## src/rtl/spi_shift_engine.sv

```systemverilog
// SPI mode-0 datapath: shift register, bit/word counters, master SCK divider and
// slave SCK synchroniser, driven by strobes from the SPI controller FSM.
module spi_shift_engine #(
  parameter int W     = 8,
  parameter int LEN_W = 8,
  parameter int DIV_W = 8
) (
  input  logic             CLK,
  input  logic             nRST,
  input  logic             mode,
  input  logic [DIV_W-1:0] clk_div,
  input  logic [LEN_W-1:0] len,
  input  logic             shifter_en,
  input  logic             shifter_load,
  input  logic             shifter_rst,
  input  logic             counter_en,
  input  logic             counter_rst,
  input  logic [W-1:0]     tx_data,
  output logic [W-1:0]     rx_data,
  output logic             w_done,
  output logic             op_complete,
  input  logic             SCK_IN,
  output logic             SCK_OUT,
  input  logic             SDI,
  output logic             SDO
);

  localparam int BCW = $clog2(W);
  localparam int WCW = LEN_W + 1;
  localparam logic [BCW-1:0] BIT_LAST = BCW'(W - 1);

  logic [W-1:0]     sr;
  logic             rx_bit;
  logic [BCW-1:0]   bit_cnt;
  logic [WCW-1:0]   word_cnt;
  logic [DIV_W-1:0] div_cnt;
  logic             sck_q;
  logic             sync1, sync2, sync3;

  logic active;
  logic m_tick;
  logic s_rise, s_fall;
  logic rise, fall;
  logic last_fall;

  // counter_rst dominates, so no edge strobe can escape during an abort
  assign active    = counter_en & ~counter_rst;
  assign m_tick    = active & mode & (div_cnt == clk_div);
  assign s_rise    = active & ~mode & sync2 & ~sync3;
  assign s_fall    = active & ~mode & ~sync2 & sync3;
  assign rise      = mode ? (m_tick & ~sck_q) : s_rise;
  assign fall      = mode ? (m_tick & sck_q) : s_fall;
  assign last_fall = fall & (bit_cnt == BIT_LAST);

  assign w_done      = last_fall;
  assign op_complete = mode & (word_cnt == ({1'b0, len} + WCW'(1)));
  assign SCK_OUT     = sck_q;
  assign SDO         = sr[W-1];

  always_ff @(posedge CLK or negedge nRST) begin
    if (!nRST) begin
      div_cnt <= '0;
      sck_q   <= 1'b0;
    end else if (counter_rst) begin
      div_cnt <= '0;
      sck_q   <= 1'b0;
    end else if (!counter_en || !mode) begin
      div_cnt <= '0;
    end else if (div_cnt == clk_div) begin
      div_cnt <= '0;
      sck_q   <= ~sck_q;
    end else begin
      div_cnt <= div_cnt + DIV_W'(1);
    end
  end

  // sync3 tracks continuously so edges seen while counter_en=0 are dropped, not queued
  always_ff @(posedge CLK or negedge nRST) begin
    if (!nRST) begin
      sync1 <= 1'b0;
      sync2 <= 1'b0;
      sync3 <= 1'b0;
    end else begin
      sync1 <= SCK_IN;
      sync2 <= sync1;
      sync3 <= sync2;
    end
  end

  always_ff @(posedge CLK or negedge nRST) begin
    if (!nRST) begin
      sr     <= '0;
      rx_bit <= 1'b0;
    end else if (shifter_rst) begin
      sr     <= '0;
      rx_bit <= 1'b0;
    end else if (shifter_load) begin
      sr <= tx_data;
    end else if (shifter_en) begin
      if (rise) rx_bit <= SDI;
      if (fall) sr <= {sr[W-2:0], rx_bit};
    end
  end

  always_ff @(posedge CLK or negedge nRST) begin
    if (!nRST) begin
      bit_cnt  <= '0;
      word_cnt <= '0;
    end else if (counter_rst) begin
      bit_cnt  <= '0;
      word_cnt <= '0;
    end else if (last_fall) begin
      bit_cnt  <= '0;
      word_cnt <= word_cnt + WCW'(1);
    end else if (fall) begin
      bit_cnt <= bit_cnt + BCW'(1);
    end
  end

  // the word is assembled from sr and rx_bit so it is ready the cycle after w_done
  always_ff @(posedge CLK or negedge nRST) begin
    if (!nRST) begin
      rx_data <= '0;
    end else if (last_fall) begin
      rx_data <= {sr[W-2:0], rx_bit};
    end
  end

endmodule

```

## config.mk

```make
export PLATFORM = sky130hd
export DESIGN_NAME = spi_shift_engine
export DESIGN_NICKNAME = d
export VERILOG_FILES = /design/src/rtl/spi_shift_engine.sv
export SDC_FILE = /design/constraint.sdc
export NUM_CORES = 1
export LEC_CHECK = 0
export ABC_CLOCK_PERIOD_IN_PS = 2360
export CORE_MARGIN = 3
export CORE_UTILIZATION = 35
export CTS_CLUSTER_DIAMETER = 150
export DETAILED_ROUTE_END_ITERATION = 8
export SYNTH_ARGS = -nofsm -noshare
export SYNTH_HDL_FRONTEND = slang
export SYNTH_SLANG_ARGS = --single-unit
export TNS_END_PERCENT = 10
```

## constraint.sdc

```tcl
create_clock -name CLK -period 2.36 [get_ports CLK]
set_input_delay 0.472 -clock CLK [delete_from_list [all_inputs] [get_ports CLK]]
set_output_delay 0.472 -clock CLK [all_outputs]
set_load 0.1 [all_outputs]
```

==> flow_metrics.py, run 1 <==
metrics = {
    "run_status": {
        "status": "finished with violations",
        "violations": "setup timing",
    },
    "logic_synthesis": {
        "synth_top_area_share_pct": 40.94,
        "synth.cell_area_sq_um": 2506,
        "yosys.area.top_type": "dfrtp_1",
        "syn_avg_cell_area_sq_um": 10.66,
        "syn_inst": 235,
        "async_flop_share_pct": 100.0,
        "ys_warn_count": 0,
        "ys_types": 46,
        "synth_edf_count": 0,
        "ys_seq_area_share_pct": 40.94,
        "synth_top_cells_by_area": "dfrtp_1 41%, mux2_4 9.6%, xor2_1 5.6%, mux2i_1 5.2%, nor2_1 4.3%",
        "syn_nets": 274,
        "ys_ff_latch": 41,
        "yosys_most_used_dff": "dfrtp_1",
    },
    "drt": {
        "num_vias": 1974,
        "drt_first_pass_iters": 4,
        "drt-initial-drc-count": 58,
        "drtAntennaViolNets": 0,
        "drc": 0,
        "routed_via_density": 4.815,
        "route.detailed.wl_per_inst_um": 13.60,
        "wl_um": 5575,
    },
    "global_routing": {
        "grt_pass1_vias": 2118,
        "grt_usage_pct": 14.43,
        "grt_pass1_wl_um": 9811,
        "overflow": 0,
        "grt_max_degree": 42,
        "antenna_found_initial": 0,
    },
    "sta": {
        "finalSetupViolations": 2,
        "finClkSkew_ps": 3.979,
        "rsz0062_at_grt": "yes",
        "maxSlewHeadroom_pct": 63.92,
        "worst_slack_ps": -165.9,
        "hold_viol": 0,
        "tightest_slew_ps": 541.1,
        "post-route-min-period_ps": 2526,
        "period_share_pct": 107.0,
        "max_freq_mhz": 395.9,
        "slew_viol_final": 0,
    },
    "die": {
        "die_w_um": 90.62,
        "start_util_pct": 36.48,
        "coreArea_sq_um": 6869,
        "row_count": 30,
        "fp.dieH_um": 90.62,
        "io_pins": 46,
        "design.die.area_sq_um": 8212,
    },
    "power": {
        "power_density_nw_per_um2": 410.7,
        "p_leak_nw": 1.573,
        "ir_worst_vdd_mv": 0.2401,
    },
    "placement": {
        "place_inst": 400,
        "gp_congestion": 0.7535,
        "port_buffers": 45,
        "dp_hpwl_um": 4042,
        "dp_slack_ps": -616.2,
    },
    "setup_path": {
        "r2r_end": "sr[0]",
        "critPathMaxFanout": 2,
        "r2r-start": "div_cnt[0]",
        "worstSetupStartpointType": "flip-flop",
        "crit_required_ps": 1890,
        "crit_type": "flip-flop to output pin",
        "worst-r2r-cell-count": 8,
        "crit_path_end_kind": "output pin",
        "crit_path_cell_trace": "xnor2_2 > xnor2_1 > nand4_1 > a221o_1 > a2111oi_4 > buf_12",
        "crit_slowest_cell": "dfrtp_1",
        "critPathBufInv": 1,
        "crit_path_max_incr_delay_ps": 420,
        "worst_path_dominant_cell_family": "compound AO/OA/AOI/OAI gates",
        "timing.reg2reg.setup_slack_ps": 160,
        "arrival_ps": 2050,
    },
    "clocking": {
        "cts_root_buf": "clkbuf_8",
        "insertion_delay_ps": 290,
        "cts_tree": "done",
        "cts_buffer_depth": 2,
        "cts_sinks": 41,
        "path_clk_slew_ps": 80,
        "cts_made_buffers": 5,
        "htreeDepth": 2,
    },
    "final_layout": {
        "diodes": 0,
        "final_common_cell": "buf_4",
        "layout.nets": 352,
        "stdcell_count": 410,
        "layout_common_cells": "42 x buf_4, 41 x dfrtp_1, 29 x nor2_1",
        "drive_gt1_share_pct": 32.17,
        "fillers": 629,
        "syn_to_final_growth_pct": 37.79,
    },
    "flow_run": {
        "maxCapViolCount": 0,
    },
    "hold_path": {
        "hold_class": "primary input to async pin",
    },
}
==> layout make-up <==
class / count / area (sq um) / area share [%]
clock inverter: 3 / 17.52 / 0.5072
tap: 96 / 120.1 / 3.478
clock buffer: 5 / 68.82 / 1.993
multi-input combinational: 181 / 1520 / 44.02
timing repair buffer: 78 / 678.2 / 19.64
sequential: 41 / 1026 / 29.71
inverter: 6 / 22.52 / 0.6522
==> metrics by stage <==
step | TNS, ps | total power [mW] | util (%) | hold slack [ps] | area (sq um)
after floorplan | -1140 | 0.8444 | - | 176.4 | 2537
after global placement | -4805 | 0.9660 | 48.05 | 334.1 | 3301
after detailed placement | -5525 | 0.9686 | 48.05 | 334.7 | 3301
after CTS | -255.4 | 1.431 | 50.11 | 254.9 | 3442
after global routing | -425.2 | 1.473 | 50.27 | 282.7 | 3453
final | -262.4 | 1.418 | 50.27 | 235.4 | 3453
==> flip-flops by register name, indices dropped and copies added (netlist names) <==
signal    count
word_cnt      9
div_cnt       8
rx_data       8
sr            8
bit_cnt       3
SCK_OUT       1
rx_bit        1
sync1         1
sync2         1
sync3         1
==> worst max path at each step <==
stage	start	end	cells past startpoint
2_1_floorplan	len[0]	op_complete	5
3_3_place_gp	len[0]	op_complete	7
3_5_place_dp	len[0]	op_complete	7
4_1_cts	word_cnt[3]	op_complete	6
5_1_grt	word_cnt[3]	op_complete	6
6_report	word_cnt[3]	op_complete	6
==> power by group <==
part / internal (mW) / switching, mW / total, mW
combinational: 0.117 / 0.107 / 0.224
clock: 0.205 / 0.261 / 0.465
sequential: 0.716 / 0.0125 / 0.729
total: 1.04 / 0.380 / 1.42
==> logic make-up after synthesis <==
| logic type | share of synthesized area [%] |
|---|---|
| fa+ha+maj | 2.496 |
| mux | 17.47 |
| xor+xnor | 7.688 |
| compound gates | 7.290 |
| simple gates | 21.52 |
| buf+inv | 2.596 |
| flops | 40.94 |
==> synthesized netlist by cell type, types with 2 or more instances <==
| cell | instances |
|---|---|
| ha_1 | 5 |
| or3_1 | 2 |
| o21ai_0 | 5 |
| nand2_1 | 9 |
| xor2_1 | 16 |
| and2_1 | 2 |
| xnor2_1 | 6 |
| buf_6 | 2 |
| nor2b_1 | 8 |
| a2111oi_0 | 2 |
| dfrtp_1 | 41 |
| mux2_4 | 16 |
| nand4_1 | 7 |
| mux2i_1 | 13 |
| nor4_4 | 2 |
| a31oi_1 | 2 |
| mux2_2 | 6 |
| and4_1 | 2 |
| nand2b_1 | 6 |
| a31o_2 | 2 |
| a21oi_1 | 5 |
| and3_1 | 4 |
| nand3_1 | 13 |
| inv_1 | 6 |
| clkbuf_1 | 4 |
| nor2_1 | 29 |
==> layer usage <==
layer	part of all wire [%]	track usage (%)	vias to the layer above
li1	-	-	983
met1	47	19.46	932
met2	46	23.04	49
met3	4.6	3.250	10
met4	1.6	4.464	0
met5	0	0	-
==> worst reg2reg max path, cell delays in order (launching register included) <==
cell     delay (ps)
dfrtp_1         460
xor2_2          190
nor4_4          390
buf_4           180
buf_4           110
nand2_2          90
o21a_1          230
buf_12          150
mux2_4          290
==> timing repair <==
item,in CTS,in global routing
endpoints found under the setup margin,2,4
hold endpoints to repair,0,0
pin swaps,13,1
hold buffers,0,0
resized for setup,35,2
buffers inserted,2,0
No activity file was read; power rests on OpenSTA's default activity.
==> run 2: changes to the inputs <==
Settings changed: SKIP_CTS_REPAIR_TIMING set to 1.
==> run 2 against run 1 <==
Against the previous run: the flow still finishes with violations (setup timing); wire length shrank 1.0%; utilization grew 0.24 points; clock power shrank 0.9%; combinational power is essentially flat; non-clock buffer count is the same; sequential cell count is the same; maximum frequency grew 0.96%; total power shrank 0.21%; die area is the same; sequential power is essentially flat; critical endpoint unchanged; largest power group unchanged.
==> flow_metrics.py, run 2 (same netlist as run 1, synthesis figures left out) <==
metrics = {
    "run_status": {
        "status": "finished with violations",
        "violations": "setup timing",
    },
    "sta": {
        "finClkSkew_ps": 4.104,
        "hold_viol": 0,
        "final.setup.tns_ps": -265.0,
        "tightest_slew_ps": 545.5,
        "worst_slack_ps": -141.8,
        "maxSlewHeadroom_pct": 63.63,
        "slew_viol_final": 0,
        "max_freq_mhz": 399.7,
        "post-route-min-period_ps": 2502,
        "period_share_pct": 106.0,
        "finalSetupViolations": 2,
        "rsz0062_at_grt": "yes",
    },
    "die": {
        "start_util_pct": 36.48,
        "design.die.area_sq_um": 8212,
        "coreArea_sq_um": 6869,
        "fp.dieH_um": 90.62,
        "die_w_um": 90.62,
        "io_pins": 46,
        "row_count": 30,
    },
    "final_layout": {
        "layout_common_cells": "42 x buf_4, 41 x dfrtp_1, 29 x nor2_1",
        "seq_area_sq_um": 1026,
        "syn_to_final_growth_pct": 38.44,
        "final_common_cell": "buf_4",
        "drive_gt1_share_pct": 31.85,
        "multi_input_area_sq_um": 1504,
        "stdcell_count": 410,
        "largest_reg_flops": 9,
        "regMostFlops": "word_cnt",
        "layout.nets": 352,
        "fillers": 628,
        "fin_area_sq_um": 3470,
        "diodes": 0,
    },
    "clocking": {
        "insertion_delay_ps": 290,
        "cts_tree": "done",
        "cts_root_buf": "clkbuf_8",
        "cts_buffer_depth": 2,
        "htreeDepth": 2,
        "path_clk_slew_ps": 80,
        "cts_made_buffers": 5,
        "cts_sinks": 41,
    },
    "flow_run": {
        "maxCapViolCount": 0,
    },
    "setup_path": {
        "crit_path_cell_trace": "xnor2_2 > xnor2_1 > nand4_1 > a221o_1 > a2111oi_4 > buf_12",
        "crit_type": "flip-flop to output pin",
        "timing.reg2reg.setup_slack_ps": 180,
        "worstSetupStartpointType": "flip-flop",
        "crit_path_max_incr_delay_ps": 420,
        "arrival_ps": 2030,
        "crit_path_end_kind": "output pin",
        "critPathMaxFanout": 2,
        "worst-r2r-cell-count": 7,
        "crit_required_ps": 1890,
        "crit_slowest_cell": "dfrtp_1",
    },
    "placement": {
        "post_dp_cell_area_sq_um": 3301,
        "port_buffers": 45,
        "place_inst": 400,
        "gp_congestion": 0.7535,
        "dp_hpwl_um": 4042,
    },
    "drt": {
        "drtAntennaViolNets": 0,
        "num_vias": 1962,
        "drt_first_pass_iters": 4,
        "routed_via_density": 4.785,
        "route.detailed.wl_per_inst_um": 13.46,
        "drt-initial-drc-count": 50,
        "wl_um": 5518,
        "drc": 0,
    },
    "power": {
        "intPower_mw": 1.041,
        "ir_worst_vdd_mv": 0.2391,
        "seqPwrFrac_pct": 51.5,
        "power_density_nw_per_um2": 407.9,
        "p_leak_nw": 1.624,
        "switchingPower_mw": 0.3746,
        "power_frac_clock_pct": 32.6,
        "pwr-share-comb_pct": 15.9,
        "swShare_pct": 26.47,
    },
    "global_routing": {
        "overflow": 0,
        "grt_usage_pct": 13.91,
        "grt_pass1_wl_um": 9535,
        "grt_pass1_vias": 2068,
        "grt_max_degree": 42,
        "antenna_found_initial": 0,
    },
    "hold_path": {
        "hold_class": "primary input to async pin",
    },
}
run 2: cell count changes in the layout (fill, tap and decap cells not counted), moves of 2 or more:
cell and delta:
dlymetal6s2s_1 +10, dlygate4sd2_1 -8, buf_2 -3, clkbuf_2 +3
clkdlybuf4s15_2 -2
run 2: final timing paths:
path	end	from
worst min register to register	sync2	sync1
worst max register to register	rx_data[0]	div_cnt[0]
min in group CLK	sync2	sync1
max in group asynchronous	div_cnt[7]	nRST
worst max-delay path	op_complete	word_cnt[3]
worst min-delay path	rx_data[3]	nRST
run 2: power groups by stage:
stage	Clock [mW]	Combinational, mW	Sequential [mW]
2_1_floorplan	0	0.0948	0.750
3_3_place_gp	0	0.223	0.743
3_5_place_dp	0	0.226	0.743
4_1_cts	0.476	0.227	0.729
5_1_grt	0.496	0.247	0.732
6_report	0.461	0.225	0.729
run 2: routing by layer:
| layer | global-route usage, % | vias up | share of wire (%) |
|---|---|---|---|
| met5 | 0 | - | 0 |
| li1 | - | 981 | - |
| met2 | 22.61 | 40 | 48 |
| met4 | 3.061 | 0 | 0.34 |
| met3 | 3.250 | 2 | 4.2 |
| met1 | 18.86 | 939 | 48 |
run 2: through the flow:
| stage | setup slack [ps] | hold WS (ps) | total power [mW] | utilization [%] |
|---|---|---|---|---|
| 5_1_grt | -245.8 | 282.7 | 1.474 | 50.51 |
| 3_5_place_dp | -616.2 | 334.7 | 0.9686 | 48.05 |
| 6_report | -141.8 | 239.0 | 1.415 | 50.51 |
| 2_1_floorplan | -523.2 | 176.4 | 0.8444 | - |
| 4_1_cts | -625.1 | 254.9 | 1.431 | 49.31 |
| 3_3_place_gp | -565.7 | 334.1 | 0.9660 | 48.05 |
run 2: layout make-up:
cell class              instances  area share, %
multi-input cells             181          43.35
flip-flops and latches         41          29.57
repair buffers                 78          20.48
well taps                      96          3.462
clock buffers                   5          1.983
inverters                       6         0.6491
clock inverters                 3         0.5049
run 2: worst max-delay path, delay by kind of cell (launching register included):
family	cells	cell delay, ps
AO/OA/AOI/OAI	2	670
flip-flops	1	420
XOR/XNOR	2	300
buffers and inverters	1	220
AND/OR/NAND/NOR	1	140
